## config.mk

```make
export PLATFORM = sky130hd
export DESIGN_NAME = imm_gen_pipe
export DESIGN_NICKNAME = d
export VERILOG_FILES = /design/src/rtl/imm_pkg.sv /design/src/rtl/imm_decode_comb.sv /design/src/rtl/imm_gen_pipe.sv
export SDC_FILE = /design/constraint.sdc
export NUM_CORES = 1
export LEC_CHECK = 0
export BUFFER_PORTS_ARGS = -buffer_cell sky130_fd_sc_hd__buf_2
export CORE_ASPECT_RATIO = 1.2
export CORE_MARGIN = 8
export CORE_UTILIZATION = 50
export DETAILED_ROUTE_END_ITERATION = 8
export PLACE_DENSITY_LB_ADDON = 0.12
export SYNTH_ARGS = -nofsm -noshare
export SYNTH_HDL_FRONTEND = slang
export SYNTH_HIERARCHICAL = 1
export SYNTH_SLANG_ARGS = --single-unit
```

## constraint.sdc

```tcl
create_clock -name clk -period 2.4 [get_ports clk]
set_clock_uncertainty 0.05 [all_clocks]
set_input_delay 0.24 -clock clk [delete_from_list [all_inputs] [get_ports clk]]
set_output_delay 0.24 -clock clk [all_outputs]
set_load 0.01 [all_outputs]
```

## src/rtl/imm_pkg.sv

```systemverilog
// imm_pkg: shared encodings for the immediate generators.
// Holds the format code returned alongside every immediate and the
// RV32/RV64 base opcodes that select an immediate layout.
package imm_pkg;

    typedef enum logic [2:0] {
        FMT_NONE = 3'd0,
        FMT_I    = 3'd1,
        FMT_S    = 3'd2,
        FMT_B    = 3'd3,
        FMT_U    = 3'd4,
        FMT_J    = 3'd5,
        FMT_Z    = 3'd6
    } fmt_e;

    localparam logic [6:0] OPC_LOAD   = 7'b0000011;
    localparam logic [6:0] OPC_OPIMM  = 7'b0010011;
    localparam logic [6:0] OPC_JALR   = 7'b1100111;
    localparam logic [6:0] OPC_STORE  = 7'b0100011;
    localparam logic [6:0] OPC_BRANCH = 7'b1100011;
    localparam logic [6:0] OPC_LUI    = 7'b0110111;
    localparam logic [6:0] OPC_AUIPC  = 7'b0010111;
    localparam logic [6:0] OPC_JAL    = 7'b1101111;
    localparam logic [6:0] OPC_SYSTEM = 7'b1110011;

endpackage

```

## src/rtl/imm_decode_comb.sv

```systemverilog
// imm_decode_comb: combinational immediate decoder, shared by the pipelined
// and single-cycle immediate generators.
// Ports:
//   inst    - 32-bit instruction word
//   imm     - immediate, sign-extended to XLEN (zero-extended for Z)
//   fmt     - format code (imm_pkg::fmt_e encoding)
//   illegal - opcode not recognised (imm forced to 0)
//   pc_rel  - immediate is a PC offset (B, J, AUIPC)
module imm_decode_comb
    import imm_pkg::*;
#(
    parameter int XLEN    = 32,
    parameter bit EN_ZIMM = 1'b1
) (
    input  logic [31:0]     inst,
    output logic [XLEN-1:0] imm,
    output logic [2:0]      fmt,
    output logic            illegal,
    output logic            pc_rel
);

    fmt_e        f;
    logic [31:0] raw;

    always_comb begin
        f = FMT_NONE;
        case (inst[6:0])
            OPC_LOAD, OPC_OPIMM, OPC_JALR: f = FMT_I;
            OPC_STORE:                     f = FMT_S;
            OPC_BRANCH:                    f = FMT_B;
            OPC_LUI, OPC_AUIPC:            f = FMT_U;
            OPC_JAL:                       f = FMT_J;
            OPC_SYSTEM:                    f = (EN_ZIMM && inst[14]) ? FMT_Z : FMT_I;
            default:                       f = FMT_NONE;
        endcase
    end

    // Every layout is first assembled as a 32-bit sign-extended value; only Z
    // carries a zero top bit, so one final sign extension covers XLEN=64.
    always_comb begin
        raw = '0;
        case (f)
            FMT_I:   raw = {{20{inst[31]}}, inst[31:20]};
            FMT_S:   raw = {{20{inst[31]}}, inst[31:25], inst[11:7]};
            FMT_B:   raw = {{19{inst[31]}}, inst[31], inst[7], inst[30:25], inst[11:8], 1'b0};
            FMT_U:   raw = {inst[31:12], 12'b0};
            FMT_J:   raw = {{11{inst[31]}}, inst[31], inst[19:12], inst[20], inst[30:21], 1'b0};
            FMT_Z:   raw = {27'b0, inst[19:15]};
            default: raw = '0;
        endcase
    end

    assign imm     = XLEN'($signed(raw));
    assign fmt     = f;
    assign illegal = (f == FMT_NONE);
    assign pc_rel  = (f == FMT_B) || (f == FMT_J) || (f == FMT_U && inst[6:0] == OPC_AUIPC);

endmodule

```

## src/rtl/imm_gen_pipe.sv

```systemverilog
// imm_gen_pipe: pipelined immediate generator between fetch and ID/EX, with a
// registered valid/ready output stage backed by a 2-entry skid buffer.
// Ports:
//   clk, rst_n          - rising-edge clock, async active-low reset
//   in_valid / in_ready - instruction handshake (in_ready is a flop)
//   inst                - 32-bit instruction word
//   out_valid/out_ready - result handshake
//   imm, fmt, illegal, pc_rel - registered decode of the oldest held word
//   imm_cnt             - saturating count of transferred legal results
//   cnt_clr             - synchronous clear of imm_cnt, wins over increment
module imm_gen_pipe
    import imm_pkg::*;
#(
    parameter int XLEN    = 32,
    parameter int CNT_W   = 16,
    parameter bit EN_ZIMM = 1'b1
) (
    input  logic             clk,
    input  logic             rst_n,
    input  logic             in_valid,
    output logic             in_ready,
    input  logic [31:0]      inst,
    output logic             out_valid,
    input  logic             out_ready,
    output logic [XLEN-1:0]  imm,
    output logic [2:0]       fmt,
    output logic             illegal,
    output logic             pc_rel,
    output logic [CNT_W-1:0] imm_cnt,
    input  logic             cnt_clr
);

    typedef struct packed {
        logic [XLEN-1:0] imm;
        logic [2:0]      fmt;
        logic            illegal;
        logic            pc_rel;
    } word_t;

    logic [XLEN-1:0] dec_imm;
    logic [2:0]      dec_fmt;
    logic            dec_ill;
    logic            dec_pc;
    word_t           dec_w;

    word_t           main_q, main_d, skid_q, skid_d;
    logic            main_v_q, main_v_d, skid_v_q, skid_v_d;
    logic            in_ready_q, in_ready_d;
    logic [CNT_W-1:0] cnt_q, cnt_d;
    logic            accept, xfer;

    imm_decode_comb #(
        .XLEN    (XLEN),
        .EN_ZIMM (EN_ZIMM)
    ) u_dec (
        .inst    (inst),
        .imm     (dec_imm),
        .fmt     (dec_fmt),
        .illegal (dec_ill),
        .pc_rel  (dec_pc)
    );

    assign dec_w = '{imm: dec_imm, fmt: dec_fmt, illegal: dec_ill, pc_rel: dec_pc};

    always_comb begin
        accept   = in_valid && in_ready_q;
        xfer     = main_v_q && out_ready;
        main_v_d = main_v_q;
        main_d   = main_q;
        skid_v_d = skid_v_q;
        skid_d   = skid_q;
        // Main reloads whenever it is empty or draining; the skid word is older
        // than anything on the input, so it always goes first.
        if (!main_v_q || xfer) begin
            main_v_d = skid_v_q || accept;
            main_d   = skid_v_q ? skid_q : (accept ? dec_w : main_q);
        end
        // Accept is only possible with skid empty, so skid either drains into
        // main or catches a word that arrives while main is stalled.
        if (skid_v_q) begin
            if (xfer) skid_v_d = 1'b0;
        end else if (accept && main_v_q && !xfer) begin
            skid_v_d = 1'b1;
            skid_d   = dec_w;
        end
        in_ready_d = !skid_v_d;
        cnt_d = cnt_clr ? '0
              : (xfer && !main_q.illegal && cnt_q != '1) ? cnt_q + CNT_W'(1)
              : cnt_q;
    end

    always_ff @(posedge clk or negedge rst_n) begin
        if (!rst_n) begin
            main_v_q   <= 1'b0;
            main_q     <= '0;
            skid_v_q   <= 1'b0;
            skid_q     <= '0;
            in_ready_q <= 1'b1;
            cnt_q      <= '0;
        end else begin
            main_v_q   <= main_v_d;
            main_q     <= main_d;
            skid_v_q   <= skid_v_d;
            skid_q     <= skid_d;
            in_ready_q <= in_ready_d;
            cnt_q      <= cnt_d;
        end
    end

    assign in_ready  = in_ready_q;
    assign out_valid = main_v_q;
    assign imm       = main_q.imm;
    assign fmt       = main_q.fmt;
    assign illegal   = main_q.illegal;
    assign pc_rel    = main_q.pc_rel;
    assign imm_cnt   = cnt_q;

endmodule

```

==> impl_metrics.ini, run 1 <==
[status]
status = complete, no violations

[synthesis]
synth.avg_cell_area_um2 = 10.7
synth_top_area_cell = dfrtp_1
synth.top_cell.area_share_pct = 46.6
synth-seq-cells = 93
syn_area_um2 = 4940
synthDistinctLibCells = 58
synth_flop_cell = dfrtp_1
synth_nets = 501
syn_inst = 463
synth-seq-area-share_pct = 47.1
yosys_warnings = 6
ys_top_cells_by_area = dfrtp_1 47%, mux2_2 8.7%, mux2i_1 7.7%
synth-edff-count = 0
ys_async_sr_fraction_pct = 100

[placement]
port_buffers = 91
place_area_um2 = 5540
hpwl_mm = 8.67
place_congestion = 0.869

[sta]
slew_viol_final = 0
slew_headroom_pct = 54.8
rsz0062_at_grt = false
fin_tns_setup_ns = 0
min_period_over_period_pct = 84.6
finalHoldViolations = 0
max_freq_ghz = 0.492
period_needed_ns = 2.03
worst_slew_pin_slew_ns = 0.679
setup_violations = 0

[worst_setup_path]
critPathMaxFanout = 5
timing.rr.end = imm_cnt[10]
crit_path_start_kind = flop
worstSetupPathType = reg2reg
required_ns = 2.57
reg2reg_from = imm_cnt[0]
path_cells = ha_1 > nand3_2 > or4_1 > a21oi_1 > mux2_1
path_delay_family = simple AND/OR/NAND/NOR gates
ff2ff_path_depth = 5
rrSetupSlack_ns = 0.37
critical-path-slowest-cell = or4_1
critical-path-max-stage-delay_ns = 0.52
crit_cells = 5
cp.buffers_inverters = 0
arrival_ns = 2.20
end_kind = flop

[die]
start_util_pct = 51.6
core_area_um2 = 9560
die_h_um = 125
die-width_um = 107
rows = 39
die-area_um2 = 13300
io_pins = 92

[route]
drc = 0
wl_per_cell_um = 17.5
first_iter_violations = 137
wl_mm = 11.8
viasPerCell = 5.58
first_pass_iters = 4
ant_nets = 0
num_vias = 3774

[power]
p_leak_nw = 2.88
ir_worst_vdd_v = 0.000542
power.density_nw_per_um2 = 951

[final_layout]
antenna_cells = 0
area_delta_synth_final_pct = 18.7
final_util_pct = 61.3
final_area_um2 = 5860
layout-drive-gt1-share_pct = 32.4
final_nets = 586

[clock_tree]
cts_made_buffers = 9
htreeDepth = 3
cts_tree = done
cts_resized = 0
clkSlewWorstSetupHoldPaths_ns = 0.07
insertion_delay_ns = 0.34
numClockSinks = 93
clockBufferDepth = 2
clockRootBuffer = clkbuf_16

[worst_hold_path]
hold-path-cell-count = 3
hold_path_end = in_ready
hp-class = in2reg
hp-start = out_ready

[global_routing]
grt_use_total_pct = 18.2
grt_max_degree = 75
grt_pass1_vias = 3874
grt_overflow = 0
antenna_found_initial = 0
grt_pass1_wl_mm = 19.6

[run]
cap_violations = 0
synth_stat cells (all sizes together), types with 2 or more instances:
| cell type | count |
|---|---|
| inv | 6 |
| nand2b | 3 |
| buf | 21 |
| nor2 | 56 |
| nand3 | 9 |
| dfrtp | 92 |
| nor4 | 3 |
| o211ai | 2 |
| a22o | 11 |
| nor3 | 7 |
| o31ai | 2 |
| nand3b | 3 |
| a21oi | 52 |
| a21o | 9 |
| nand2 | 24 |
| o41ai | 2 |
| and3 | 4 |
| mux2i | 38 |
| a22oi | 5 |
| o21ai | 3 |
| nand4 | 5 |
| or4 | 2 |
| a211oi | 6 |
| mux2 | 49 |
| clkbuf | 11 |
| nor2b | 14 |
| and2 | 6 |
| xnor2 | 2 |
timing repair:
item                                    4_1_cts  5_1_grt
endpoints found under the setup margin        0        0
endpoints found under the hold margin        33        0
hold buffers                                  1        0
buffers inserted                              0        0
placed cells by master, fill, tap and decap left out, types with 11 or more instances in the layout:
cell     Yosys  routed
a21oi_1     52      51
a22o_1      11      11
buf_2       12      90
buf_4        2      13
dfrtp_1     92      91
mux2_1      11      11
mux2_2      38      38
mux2i_1     38      38
nand2_1     23      23
nor2_1      55      55
nor2b_1     14      14
cells by family (layout without fill, tap and decap cells):
family          count (synthesis)  in the layout  share of synthesized area, %
compound gates                100            100                          13.8
xor+xnor                        2              2                         0.355
buf+inv                        38            128                          3.65
flops                          93             93                          47.1
mux                            87             87                          18.9
simple gates                  142            142                          15.9
fa+ha+maj                       1              1                         0.253
how the worst max path moves through the flow:
stage / startpoint / to / slack, ns
after floorplan: inst[3] / skid_q[28] / 0.42
after global routing: imm_cnt[0] / imm_cnt[0] / 0.28
after CTS: imm_cnt[0] / imm_cnt[10] / 0.40
final: imm_cnt[0] / imm_cnt[10] / 0.37
after global placement: inst[3] / imm[29] / 0.35
after detailed placement: inst[3] / imm[29] / 0.30
per-stage QoR:
| step | worst slack, ns | hold WS (ns) | cells | total power, mW |
|---|---|---|---|---|
| floorplan | 0.418 | -0.106 | 463 | 3.46 |
| global placement | 0.348 | 0.180 | 659 | 4.13 |
| detailed placement | 0.299 | 0.182 | 659 | 4.18 |
| CTS | 0.402 | 0.118 | 676 | 5.66 |
| global route | 0.278 | 0.145 | 676 | 5.92 |
| finish | 0.369 | 0.134 | 676 | 5.57 |
final cells by class:
cell class	count	area, µm²
clock buffers	11	253
clock inverters	5	58.8
fillers	819	3700
inverters	6	22.5
multi-input cells	332	2450
flip-flops and latches	93	2330
well taps	123	154
repair buffers	106	598
worst reg2reg max path, stage by stage (launching register included):
cell and delay [ns]:
dfrtp_1 0.39, ha_1 0.26, nand3_2 0.16, or4_1 0.53, a21oi_1 0.19, mux2_1 0.34
sequential cells by signal, summed over array words and instances, names as in the netlist:
| name | count |
|---|---|
| fmt | 3 |
| illegal | 1 |
| imm | 32 |
| imm_cnt | 16 |
| in_ready | 1 |
| out_valid | 1 |
| pc_rel | 1 |
| skid_q | 37 |
| skid_v_q | 1 |
power by group:
group / switching (mW) / leakage (nW) / internal (mW)
registers: 0.255 / 1.21 / 2.01
logic: 1.06 / 1.52 / 0.790
clock network: 0.596 / 0.148 / 0.864
total: 1.91 / 2.88 / 3.66
routing by layer:
metal,up-vias,share of wire (%),track usage (%)
met3,20,5.5,4.81
met4,0,1.7,5.89
met5,-,0,0
met1,1813,42,21.9
met2,106,50,30.6
li1,1835,-,-
Note: power is estimated with default switching activity, not from simulation.
==> inputs of run 2 (changes only) <==
Settings changed: ABC_AREA set to 1.
Clock period 2.4 ns to 1.9 ns, I/O delays scaled along.
==> impl_metrics.ini, run 2 <==
[synthesis]
synth_xor_area_share_pct = 1.02
synth-seq-area-share_pct = 45.0
syn_area_um2 = 5170
synth.avg_cell_area_um2 = 7.51
synth-compound-area-share_pct = 8.61
synthSimpleGateAreaFrac_pct = 37.5
synth.top_cell.area_share_pct = 44.5
ys_top_cells_by_area = dfrtp_1 44%, nand2_1 19%, nor2_1 5.8%
ys_async_sr_fraction_pct = 100
yosys_warnings = 6
synth_top_area_cell = dfrtp_1
synth.most_common_cell = nand2_1
synth_nets = 727
synth_top_family_by_area = simple AND/OR/NAND/NOR gates
synthAdderAreaFrac_pct = 0.242
synth_commonest_cells = 268 x nand2_1, 92 x dfrtp_1, 80 x nor2_1
yosys-mux-area-fraction_pct = 0
synthDistinctLibCells = 34
synth-seq-cells = 93
syn_inst = 689
synth-edff-count = 0
synth_flop_cell = dfrtp_1

[sta]
slew_headroom_pct = 67.1
max_freq_ghz = 0.625
slew_viol_final = 0
finalHoldViolations = 0
fin_ws_ns = 0.300
period_needed_ns = 1.60
worst_slew_pin_slew_ns = 0.491
min_period_over_period_pct = 84.2
fin_tns_setup_ns = 0
setup_violations = 0
rsz0062_at_grt = false

[clock_tree]
insertion_delay_ns = 0.34
clockBufferDepth = 2
cts_tree = done
htreeDepth = 3
numClockSinks = 93
cts_made_buffers = 9
clkSlewWorstSetupHoldPaths_ns = 0.07
clockRootBuffer = clkbuf_16

[final_layout]
largest_reg_flops = 37
fillCellCount = 912
layout-drive-gt1-share_pct = 22.0
area_delta_synth_final_pct = 18.5
final_area_um2 = 6130
largest_register = skid_q
mostFrequentLayoutCells = 268 x nand2_1, 92 x dfrtp_1, 90 x buf_2, 80 x nor2_1, 46 x inv_1
fin_cells = 908
layout_commonest_cell = nand2_1
antenna_cells = 0
final_nets = 815

[route]
first_iter_violations = 342
viasPerCell = 5.36
num_vias = 4866
wl_per_cell_um = 15.4
wl_mm = 13.9
drc = 0
ant_nets = 0
first_pass_iters = 4

[placement]
place_area_um2 = 5790
place_congestion = 0.886
dp_slack_ns = 0.0101
hpwl_mm = 9.83
dp_cells = 891
port_buffers = 91

[worst_setup_path]
crit_path_start_kind = flop
arrival_ns = 1.83
worstSetupPathType = reg2reg
critPathMaxFanout = 14
end_kind = flop
required_ns = 2.13
rrSetupSlack_ns = 0.30

[global_routing]
grt_overflow = 0
grt_max_degree = 75
grt_use_total_pct = 20.9
grt_pass1_vias = 4804
antenna_found_initial = 0
grt_pass1_wl_mm = 23.4

[die]
start_util_pct = 51.4
die-area_um2 = 13900
die-width_um = 109
io_pins = 92
rows = 40
core_area_um2 = 10100
die_h_um = 127

[status]
status = complete, no violations

[worst_hold_path]
hp-class = in2reg

[power]
power.density_nw_per_um2 = 1160
p_leak_nw = 3.34
power.total_mw = 7.08
ir_worst_vdd_v = 0.000637

[run]
cap_violations = 0
==> run 2: changes by cell type in the layout (fill, tap and decap cells not counted), moves of 14 or more <==
cell,before,now
nor2b_1,14,0
nor2_1,55,80
nand3_2,3,20
inv_1,6,46
mux2i_1,38,0
o21ai_0,2,20
a31oi_1,1,36
nand2_1,23,268
nand3_1,6,20
mux2_2,38,0
a21oi_1,51,10
==> run 2: repair_timing <==
action,CTS,global route
hold buffers,1,0
setup buffers,0,0
gates resized for setup,0,1
endpoints found under the setup margin,0,7
hold endpoints to repair,24,0
==> run 2: report_power, final <==
| group | leakage [nW] | internal (mW) | switching (mW) |
|---|---|---|---|
| combinational | 1.96 | 0.809 | 1.43 |
| sequential | 1.22 | 2.55 | 0.325 |
| clock | 0.156 | 1.23 | 0.744 |
==> run 2: worst paths after layout <==
| path | from | endpoint | cells after the start |
|---|---|---|---|
| worst max-delay path | imm_cnt[1] | imm_cnt[6] | 9 |
| worst min-delay path | out_ready | in_ready | 3 |
| worst max register to register | imm_cnt[1] | imm_cnt[6] | 9 |
| worst min register to register | skid_q[0] | skid_q[0] | 2 |
| max in group asynchronous | rst_n | imm[20] | 3 |
| min in group asynchronous | rst_n | out_valid | 2 |
==> run 2: through the flow <==
step / hold slack [ns] / util, %
floorplan: -0.156 / -
global placement: 0.0786 / 57.5
detailed placement: 0.0832 / 57.5
CTS: 0.0546 / 60.9
global route: 0.0766 / 60.9
finish: 0.0657 / 60.9
==> run 2: metal layers <==
layer  wire, µm  track usage, %
met1       6010            26.5
met2       6740            33.1
met3        834            4.68
met4        365            8.72
met5          0               0
==> run 2: area by class of cell <==
type / instances / area, µm² / share of cell area [%]
multi-input cells: 509 / 2460 / 40.1
clock buffers: 13 / 260 / 4.24
clock inverters: 3 / 67.6 / 1.10
well taps: 126 / 158 / 2.57
flip-flops and latches: 93 / 2330 / 38.0
inverters: 54 / 203 / 3.31
repair buffers: 110 / 653 / 10.7
==> run 2: critical path, cell delays in order (launching register included) <==
cell	delay, ns
dfrtp_1	0.36
ha_1	0.20
nand2_1	0.08
nor2_2	0.16
nand2_2	0.11
nor2_4	0.15
nor2_4	0.09
nor2_8	0.19
nand2_1	0.09
nand2_1	0.06
==> run 2: cell families after synthesis <==
family | after synthesis
simple gates | 426
fa+ha+maj | 1
xor+xnor | 6
compound gates | 76
flops | 93
buf+inv | 87
